**config.mk**
```make
export PLATFORM = sky130hd
export DESIGN_NAME = alu_serial_ctrl_flat
export DESIGN_NICKNAME = d
export VERILOG_FILES = /design/src/rtl/alu_serial_ctrl_if.sv /design/src/rtl/alu_serial_ctrl.sv /design/src/flat_wrapper.sv
export SDC_FILE = /design/constraint.sdc
export NUM_CORES = 1
export LEC_CHECK = 0
export ABC_AREA = 1
export CORE_MARGIN = 5
export CORE_UTILIZATION = 30
export CTS_CLUSTER_SIZE = 24
export DETAILED_ROUTE_END_ITERATION = 12
export GPL_ROUTABILITY_DRIVEN = 0
export SLEW_MARGIN = 20
export SYNTH_ARGS = -nofsm -noshare
export SYNTH_HDL_FRONTEND = slang
export SYNTH_SLANG_ARGS = --single-unit
```
**constraint.sdc**
```tcl
create_clock -name clk -period 1.9 [get_ports clk]
set_input_delay 0.475 -clock clk [delete_from_list [all_inputs] [get_ports clk]]
set_output_delay 0.475 -clock clk [all_outputs]
set_load 0.01 [all_outputs]
```
**src/rtl/alu_serial_ctrl_if.sv**
```systemverilog
// Request/response bundle between an issuing controller and alu_serial_ctrl.
// The controller side is the master; the sequencer is the slave.
interface alu_serial_ctrl_if #(
  parameter int WIDTH = 8
);
  logic             start;
  logic [3:0]       op_sel;
  logic [WIDTH-1:0] op_a;
  logic [WIDTH-1:0] op_b;
  logic             op_cin;
  logic             busy;
  logic             done;
  logic [WIDTH-1:0] result;
  logic             carry_flag;
  logic             err;

  modport master (
    output start, op_sel, op_a, op_b, op_cin,
    input  busy, done, result, carry_flag, err
  );

  modport slave (
    input  start, op_sel, op_a, op_b, op_cin,
    output busy, done, result, carry_flag, err
  );
endinterface

```
**src/rtl/alu_serial_ctrl.sv**
```systemverilog
// Bit-serial sequencer around a combinational 1-bit ALU slice: drives operands
// LSB first, feeds the carry back and assembles a WIDTH-bit result.
module alu_serial_ctrl #(
  parameter int WIDTH = 8
) (
  input  logic               clk,
  input  logic               rst_n,
  alu_serial_ctrl_if.slave   ctrl,
  output logic               slice_a,
  output logic               slice_b,
  output logic               slice_cin,
  output logic [3:0]         slice_sel,
  input  logic               slice_res,
  input  logic               slice_cout
);

  localparam logic [3:0] OP_AND  = 4'b0000;
  localparam logic [3:0] OP_OR   = 4'b0001;
  localparam logic [3:0] OP_ADD  = 4'b0010;
  localparam logic [3:0] OP_SUB  = 4'b0011;
  localparam logic [3:0] OP_LT   = 4'b0100;
  localparam logic [3:0] SEL_OFF = 4'b1111;

  localparam int             CNT_W    = $clog2(WIDTH);
  localparam logic [CNT_W-1:0] CNT_LAST = CNT_W'(WIDTH - 1);

  typedef enum logic [1:0] {IDLE, RUN, DONE} state_t;

  state_t           state, state_nxt;
  logic [WIDTH-1:0] a_sr, b_sr, res_sr, result_q;
  logic [3:0]       op_q;
  logic             carry_q, carry_flag_q, err_q;
  logic [CNT_W-1:0] cnt;
  logic             op_ok, is_arith, last_bit;

  assign op_ok    = ctrl.op_sel <= OP_LT;
  assign is_arith = (ctrl.op_sel == OP_ADD) || (ctrl.op_sel == OP_SUB);
  assign last_bit = cnt == CNT_LAST;

  // NOTE: sequential state uses non-blocking assignments so every register
  // samples pre-edge values; blocking here would create order-dependent races.
  always_ff @(posedge clk) begin
    if (!rst_n) state <= IDLE;
    else        state <= state_nxt;
  end

  // NOTE: every combinational output gets a default before the case so no
  // path leaves it unassigned, which would otherwise infer a latch.
  always_comb begin
    state_nxt = state;
    unique case (state)
      IDLE:    if (ctrl.start) state_nxt = op_ok ? RUN : DONE;
      RUN:     if (last_bit)   state_nxt = DONE;
      DONE:    state_nxt = IDLE;
      default: state_nxt = IDLE;
    endcase
  end

  // LT is run as a serial subtract; its final borrow is the comparison result.
  always_comb begin
    slice_a   = 1'b0;
    slice_b   = 1'b0;
    slice_cin = 1'b0;
    slice_sel = SEL_OFF;
    if (state == RUN) begin
      slice_a   = a_sr[0];
      slice_b   = b_sr[0];
      slice_cin = carry_q;
      slice_sel = (op_q == OP_LT) ? OP_SUB : op_q;
    end
  end

  // res_sr collects serial bits; result_q only moves at accept and RUN exit so
  // the visible result stays stable from done until the next accept.
  always_ff @(posedge clk) begin
    if (!rst_n) begin
      a_sr         <= '0;
      b_sr         <= '0;
      res_sr       <= '0;
      result_q     <= '0;
      op_q         <= '0;
      carry_q      <= 1'b0;
      carry_flag_q <= 1'b0;
      err_q        <= 1'b0;
      cnt          <= '0;
    end else begin
      unique case (state)
        IDLE: begin
          if (ctrl.start) begin
            result_q     <= '0;
            carry_flag_q <= 1'b0;
            err_q        <= !op_ok;
            if (op_ok) begin
              a_sr    <= ctrl.op_a;
              b_sr    <= ctrl.op_b;
              op_q    <= ctrl.op_sel;
              carry_q <= is_arith ? ctrl.op_cin : 1'b0;
              res_sr  <= '0;
              cnt     <= '0;
            end
          end
        end
        RUN: begin
          res_sr  <= {slice_res, res_sr[WIDTH-1:1]};
          carry_q <= slice_cout;
          a_sr    <= a_sr >> 1;
          b_sr    <= b_sr >> 1;
          cnt     <= cnt + 1'b1;
          if (last_bit) begin
            carry_flag_q <= ((op_q == OP_AND) || (op_q == OP_OR)) ? 1'b0 : slice_cout;
            result_q     <= (op_q == OP_LT) ? {{(WIDTH-1){1'b0}}, slice_cout}
                                            : {slice_res, res_sr[WIDTH-1:1]};
          end
        end
        default: ;
      endcase
    end
  end

  assign ctrl.busy       = state == RUN;
  assign ctrl.done       = state == DONE;
  assign ctrl.result     = result_q;
  assign ctrl.carry_flag = carry_flag_q;
  assign ctrl.err        = err_q;

endmodule

```
**src/flat_wrapper.sv**
```systemverilog
// flat-port wrapper written by rule: the top's interface ports become plain ports
module alu_serial_ctrl_flat 
#(
  parameter int WIDTH = 8
)
  (clk, rst_n, slice_a, slice_b, slice_cin, slice_sel, slice_res, slice_cout, ctrl_start, ctrl_op_sel, ctrl_op_a, ctrl_op_b, ctrl_op_cin, ctrl_busy, ctrl_done, ctrl_result, ctrl_carry_flag, ctrl_err);
  alu_serial_ctrl_if #(.WIDTH(WIDTH)) ctrl_i ();
  input  logic clk;
  input  logic rst_n;
  output logic slice_a;
  output logic slice_b;
  output logic slice_cin;
  output logic [3:0] slice_sel;
  input  logic slice_res;
  input  logic slice_cout;
  input wire logic [$bits(ctrl_i.start)-1:0] ctrl_start;
  input wire logic [$bits(ctrl_i.op_sel)-1:0] ctrl_op_sel;
  input wire logic [$bits(ctrl_i.op_a)-1:0] ctrl_op_a;
  input wire logic [$bits(ctrl_i.op_b)-1:0] ctrl_op_b;
  input wire logic [$bits(ctrl_i.op_cin)-1:0] ctrl_op_cin;
  output wire logic [$bits(ctrl_i.busy)-1:0] ctrl_busy;
  output wire logic [$bits(ctrl_i.done)-1:0] ctrl_done;
  output wire logic [$bits(ctrl_i.result)-1:0] ctrl_result;
  output wire logic [$bits(ctrl_i.carry_flag)-1:0] ctrl_carry_flag;
  output wire logic [$bits(ctrl_i.err)-1:0] ctrl_err;
  assign ctrl_i.start = ctrl_start;
  assign ctrl_i.op_sel = ctrl_op_sel;
  assign ctrl_i.op_a = ctrl_op_a;
  assign ctrl_i.op_b = ctrl_op_b;
  assign ctrl_i.op_cin = ctrl_op_cin;
  assign ctrl_busy = ctrl_i.busy;
  assign ctrl_done = ctrl_i.done;
  assign ctrl_result = ctrl_i.result;
  assign ctrl_carry_flag = ctrl_i.carry_flag;
  assign ctrl_err = ctrl_i.err;
  alu_serial_ctrl #(.WIDTH(WIDTH)) u_core (.clk(clk), .rst_n(rst_n), .ctrl(ctrl_i), .slice_a(slice_a), .slice_b(slice_b), .slice_cin(slice_cin), .slice_sel(slice_sel), .slice_res(slice_res), .slice_cout(slice_cout));
endmodule
```
==> results of run 1 <==
## flip-flops by register name, indices dropped and copies added (netlist names)
| name | cells |
|---|---|
| u_core.ctrl.err | 1 |
| u_core.cnt | 3 |
| u_core.b_sr | 8 |
| u_core.op_q | 4 |
| u_core.a_sr | 8 |
| u_core.state | 2 |
| u_core.res_sr | 7 |
| u_core.ctrl.carry_flag | 1 |
| u_core.ctrl.result | 8 |
| u_core.carry_q | 1 |
## critical path, stage by stage (launching register included)
cell	delay, ps
dfxtp_2	340
inv_2	80
nand2_4	80
inv_2	70
nand2_1	80
or2_2	270
buf_2	150
## cells in the mapped netlist, types with 2 or more instances
cell type / number
buf_6: 7
nand3_1: 20
nand3_2: 14
nor2_1: 36
o21ai_0: 16
buf_2: 4
inv_2: 2
dfxtp_1: 43
inv_1: 36
or2_2: 2
nor2_4: 2
buf_4: 3
o21ai_1: 4
a21oi_1: 35
ha_1: 2
nand2_1: 60
nor2_2: 8
## how the worst min path moves through the flow
stage / startpoint / endpoint / slack, ps / cells after the start
floorplan: u_core.op_q[3]$_SDFFE_PN0P_ / u_core.op_q[3]$_SDFFE_PN0P_ / 430 / 2
global placement: u_core.cnt[0]$_SDFFE_PN0P_ / u_core.cnt[0]$_SDFFE_PN0P_ / 450 / 1
detailed placement: u_core.ctrl.result[4]$_SDFFE_PN0P_ / u_core.ctrl.result[4]$_SDFFE_PN0P_ / 460 / 2
CTS: u_core.ctrl.result[4]$_SDFFE_PN0P_ / u_core.ctrl.result[4]$_SDFFE_PN0P_ / 470 / 2
global route: u_core.ctrl.result[3]$_SDFFE_PN0P_ / u_core.ctrl.result[3]$_SDFFE_PN0P_ / 480 / 2
finish: u_core.ctrl.result[4]$_SDFFE_PN0P_ / u_core.ctrl.result[4]$_SDFFE_PN0P_ / 470 / 2
## routing by layer
metal  GRT usage  vias up  routed length [µm]
met3      0.0308        7                 267
li1            -     1062                   -
met5           0        -                   0
met4      0.0457        0                  75
met1       0.153      852                2280
met2       0.174       41                2100
## per-stage QoR
| step | cells | hold slack, ps |
|---|---|---|
| floorplan | 304 | 431 |
| global placement | 444 | 452 |
| detailed placement | 444 | 457 |
| CTS | 451 | 469 |
| global route | 451 | 484 |
| finish | 451 | 465 |
## cells by family after synthesis
| kind of cell | Yosys count | synth area share |
|---|---|---|
| DFF | 43 | 0.395 |
| buffers and inverters | 56 | 0.130 |
| AOI/OAI and AO/OA | 58 | 0.137 |
| adders and majority gates | 2 | 0.0115 |
| and+or+nand+nor | 145 | 0.326 |
## power groups by stage
stage	registers (µW)	clock network (µW)	logic, µW
after floorplan	987	0	262
after global placement	989	0	384
after detailed placement	990	0	389
after CTS	969	611	384
after global routing	974	653	434
final	969	593	380
## timing repair
item / CTS / global route
endpoints found under the setup margin: 9 / 3
pin swaps: 0 / 0
gates resized for setup: 17 / 6
cloned: 0 / 0
## area by class of cell
type | instances | area [µm²] | share of cell area
inverters | 40 | 153 | 0.0544
clock inverters | 1 | 5.00 | 0.00178
well taps | 99 | 124 | 0.0442
flip-flops and latches | 43 | 863 | 0.308
repair buffers | 57 | 539 | 0.192
clock buffers | 6 | 82.6 | 0.0295
multi-input cells | 205 | 1040 | 0.370
==> reports/results.ini, run 1 <==
[setup_path]
rr_startpoint=u_core.state[1]$_SDFFE_PN0P_
cp-end-kind=output port
critical_path_class=reg -> out
crit_end=slice_sel[1]
cp.required_ps=1420
start_kind=flop
ff2ff_path_depth=7
cp.arrival_ps=1350
reg2reg_slack_ps=540
reg2reg_to=u_core.state[1]$_SDFFE_PN0P_
cp_max_fo=7
startpoint=u_core.state[1]$_SDFFE_PN0P_

[outcome]
status=completed

[detailed_routing]
ant_nets=0
wire_per_inst_um=10.5
drcViolationCount=0
via_per_inst=4.35
drt-initial-drc-count=75
wl_um=4730
firstDrtPassIters=4
routed-via-count=1962

[global_routing]
grt_first_pass_wirelength_um=8370
grt_pass1_vias=1873
antenna_found_initial=0
grt_usage=0.114
grt_max_degree=42
grt_overflow=0

[synth]
yosys_warnings=0
synth_edf_count=0
synth.top_cells.by_area=dfxtp_1, nand2_1, a21oi_1
syn_inst=304
async_reset_ff_frac=0
synth_nets=332
synth_top_area_share=0.395
syn-cell-area_mm2=0.00218
ys_ff_latch=43
yosys.area.top_type=dfxtp_1
synth-seq-area-share=0.395
ys_types=27
syn_area_per_cell_um2=7.17
synthFlopType=dfxtp_1

[placement]
port_buffers=44
dp_hpwl_um=3410
post-place-ws_ps=41.1
placed_area_mm2=0.00272

[timing]
period_share=0.960
setup_viol=0
post-route-min-period_ps=1820
fmax_mhz=548
setup_ws_ps=75.4
slew_headroom=0.811
hold_viol=0
worst_pin_slew_ps=284
tns_ps=0
clock_skew_ps=5.47
drv_slew=0
rsz0062_at_grt=true

[die]
die_w_um=95.2
fp-row-count=31
die_y_um=95.2
io_pins=45
core_mm2=0.00718
initial_core_util=0.304
dieArea_mm2=0.00906

[cells_and_area]
area_delta_synth_final_pct=28.7
final_cell_area_mm2=0.00280
post-route-util=0.391
n_fill_cell=775
fin_nets=380
mostFrequentLayoutCells=nand2_1, dfxtp_1, inv_1
drive_gt1_frac=0.165
antenna_cells=0
final_common_cell=nand2_1

[clock_tree]
htreeDepth=2
postCtsHoldBufs=0
clkTransAtPathRegs_ps=80
numClockSinks=43
clock_path_buffers=2
cts_tree=yes
numCtsBuffers=5
clockRootBuffer=clkbuf_8
post_cts_buffers=0
clock_latency_ps=290

[power]
clkPwrFrac=0.305
switching_share=0.275
intPower_uw=1410
switchingPower_uw=534
irDropWorstVdd_mv=0.249
p_per_area_mw_per_mm2=692
comb_power_share=0.196
seqPwrFrac=0.499
p_leak_uw=0.00121
p_total_uw=1940

[min_path]
hold_class=reg -> reg

[run]
drv_cap=0

Note: power is estimated with default switching activity, not from simulation.
==> run 2, diff against run 1 <==
CTS_CLUSTER_SIZE = 8   (was 24)
==> results of run 2 <==
Final layout, timing and power as in run 1 (identical DEF).
==> run 3, diff against run 2 <==
CORE_MARGIN = 2   (was 5)
CORE_UTILIZATION = 50   (was 30)
PLACE_DENSITY = 0.78   (was default)
==> run 3 against run 2 <==
  * Sequential power hardly changed
  * Register-to-register slack lost 180 ps
  * Critical path type unchanged
  * Critical path depth stayed put
  * Worst setup slack improved by 19 ps
  * Core utilization rose by 26 points
  * Cell area fell by 0.67%
  * Final cell count shrank 9.5%
  * Die area fell by 46%
  * First-iteration DRC count up 59%
  * Count of clock-buffer cells in the layout up 2
  * Worst hold slack worse by 0.67 ps
==> reports/results.ini, run 3 (synthesis results as in run 1) <==
[cells_and_area]
final_cell_area_mm2=0.00279  ; -0.67%
multi_input_area_mm2=0.00104  ; unchanged
mostFrequentLayoutCells=nand2_1, dfxtp_1, inv_1, nor2_1
antenna_cells=0  ; unchanged
regArea_um2=863  ; unchanged
drive_gt1_frac=0.171  ; +0.00658
n_fill_cell=402  ; -48%
fin_nets=383  ; +0.79%
area_delta_synth_final_pct=27.9
final_common_cell=nand2_1

[timing]
slew_headroom=0.710  ; -0.101
holdWs_ps=465  ; -0.673 ps
drv_slew=0  ; unchanged
setup_ws_ps=94.2  ; +18.8 ps
post-route-min-period_ps=1810  ; -18.8 ps
worst_pin_slew_ps=435  ; +151 ps
fmax_mhz=554  ; +1.0%
rsz0062_at_grt=false
tns_ps=0  ; unchanged
period_share=0.950  ; -0.00989
setup_viol=0  ; unchanged
hold_viol=0  ; unchanged
clock_skew_ps=2.93  ; -2.54 ps

[setup_path]
cp_max_fo=3  ; -4
crit_path_max_incr_delay_ps=330  ; about the same
reg2reg_to=u_core.state[1]$_SDFFE_PN0P_
critical_path_class=reg -> out
start_kind=flop
cp.arrival_ps=1330  ; -20 ps
ff2ff_path_depth=8  ; +1
cp_slowest_cell=dfxtp_2
rr_startpoint=u_core.state[1]$_SDFFE_PN0P_
cp-end-kind=output port
reg2reg_slack_ps=360  ; -180 ps
crit_chain=inv_1 > nor2_1 > nand2_1 > nand2_2 > or2_2 > buf_2
cp.required_ps=1420  ; about the same

[run]
drv_cap=0  ; unchanged

[detailed_routing]
wire_per_inst_um=11.0  ; +5.3%
drcViolationCount=0  ; unchanged
via_per_inst=4.94  ; +14%
routed-via-count=2016  ; +2.8%
firstDrtPassIters=4  ; unchanged
ant_nets=0  ; unchanged
drt-initial-drc-count=119  ; +59%
wl_um=4500  ; -4.8%

[global_routing]
antenna_found_initial=0  ; unchanged
grt_max_degree=45  ; +7.1%
grt_first_pass_wirelength_um=7540  ; -9.9%
grt_usage=0.192  ; +0.0778
grt_pass1_vias=1844  ; -1.5%
grt_overflow=0  ; unchanged

[outcome]
status=completed

[die]
die_w_um=70.0  ; -26%
fp-row-count=24  ; -23%
core_mm2=0.00426  ; -41%
io_pins=45  ; unchanged
die_y_um=70.0  ; -26%
dieArea_mm2=0.00490  ; -46%
initial_core_util=0.511  ; +0.207

[min_path]
min_from=u_core.ctrl.result[3]$_SDFFE_PN0P_
min_path_cells=2  ; unchanged
min_to=u_core.ctrl.result[3]$_SDFFE_PN0P_
hold_class=reg -> reg

[power]
switching_share=0.267  ; -0.00809
intPower_uw=1460  ; +3.7%
p_total_uw=1990  ; +2.5%
comb_power_share=0.195  ; about the same
p_per_area_mw_per_mm2=715  ; +3.2%
clkPwrFrac=0.318  ; +0.013
irDropWorstVdd_mv=0.482  ; +93%
switchingPower_uw=532  ; -0.47%
p_leak_uw=0.00123  ; +1.9%
seqPwrFrac=0.487  ; -0.012

[clock_tree]
clock_latency_ps=300  ; about the same
numCtsBuffers=5  ; unchanged
numClockSinks=43  ; unchanged
clkTransAtPathRegs_ps=80  ; about the same
cts_tree=yes
postCtsHoldBufs=0  ; unchanged
clock_path_buffers=2  ; unchanged
clockRootBuffer=clkbuf_8
htreeDepth=2  ; unchanged

[placement]
placed_area_mm2=0.00268  ; -1.7%
dp_hpwl_um=3100  ; -9.1%
port_buffers=44  ; unchanged
post-place-ws_ps=91.1  ; +50.0 ps

[run 3: area by class of cell]
class / count / area share
Clock buffer: 8 / 0.0359
Timing Repair Buffer: 60 / 0.204
Inverter: 40 / 0.0548
Tap cell: 52 / 0.0234
Sequential cell: 43 / 0.310
Multi-Input combinational cell: 205 / 0.372
[run 3: metrics by stage]
step,std cells,util
global placement,397,0.628
CTS,405,0.651
floorplan,304,-
finish,408,0.653
global route,408,0.653
detailed placement,397,0.628
[run 3: routing by layer]
metal	track usage	up-vias	wire length, µm
li1	-	1069	-
met1	0.221	898	2040
met2	0.335	39	2210
met3	0.0346	10	139
met4	0.105	0	110
met5	0	-	0
[run 3: worst max-delay path by stage]
stage | endpoint | from | cells after the start | slack, ps
after global placement | slice_sel[0] | u_core.op_q[2]$_SDFFE_PN0P_ | 6 | 80
after CTS | slice_sel[0] | u_core.op_q[2]$_SDFFE_PN0P_ | 6 | 0.1
after global routing | slice_sel[1] | u_core.op_q[2]$_SDFFE_PN0P_ | 6 | 30
after floorplan | slice_sel[0] | u_core.op_q[2]$_SDFFE_PN0P_ | 5 | 450
after detailed placement | u_core.op_q[2]$_SDFFE_PN0P_ | ctrl_start | 7 | 90
final | slice_sel[1] | u_core.op_q[2]$_SDFFE_PN0P_ | 6 | 90
[run 3: repair_timing]
action | 4_1_cts | 5_1_grt
pin swaps | 0 | 1
buffers inserted | 0 | 3
hold endpoints to repair | 0 | 0
setup endpoints to repair | 9 | 3
cloned | 0 | 0
resized for setup | 15 | 5
[run 3: critical path: cells and delay by family, from the launching register on]
kind | cells | cell delay [ps]
simple gates | 4 | 500
flops | 1 | 330
buf+inv | 2 | 210
[run 3: power groups by stage]
| stage | Combinational [µW] | Clock (µW) | Sequential, µW |
|---|---|---|---|
| global placement | 382 | 0 | 988 |
| CTS | 388 | 650 | 969 |
| finish | 388 | 633 | 969 |
| floorplan | 262 | 0 | 987 |
| global route | 436 | 688 | 973 |
| detailed placement | 388 | 0 | 990 |
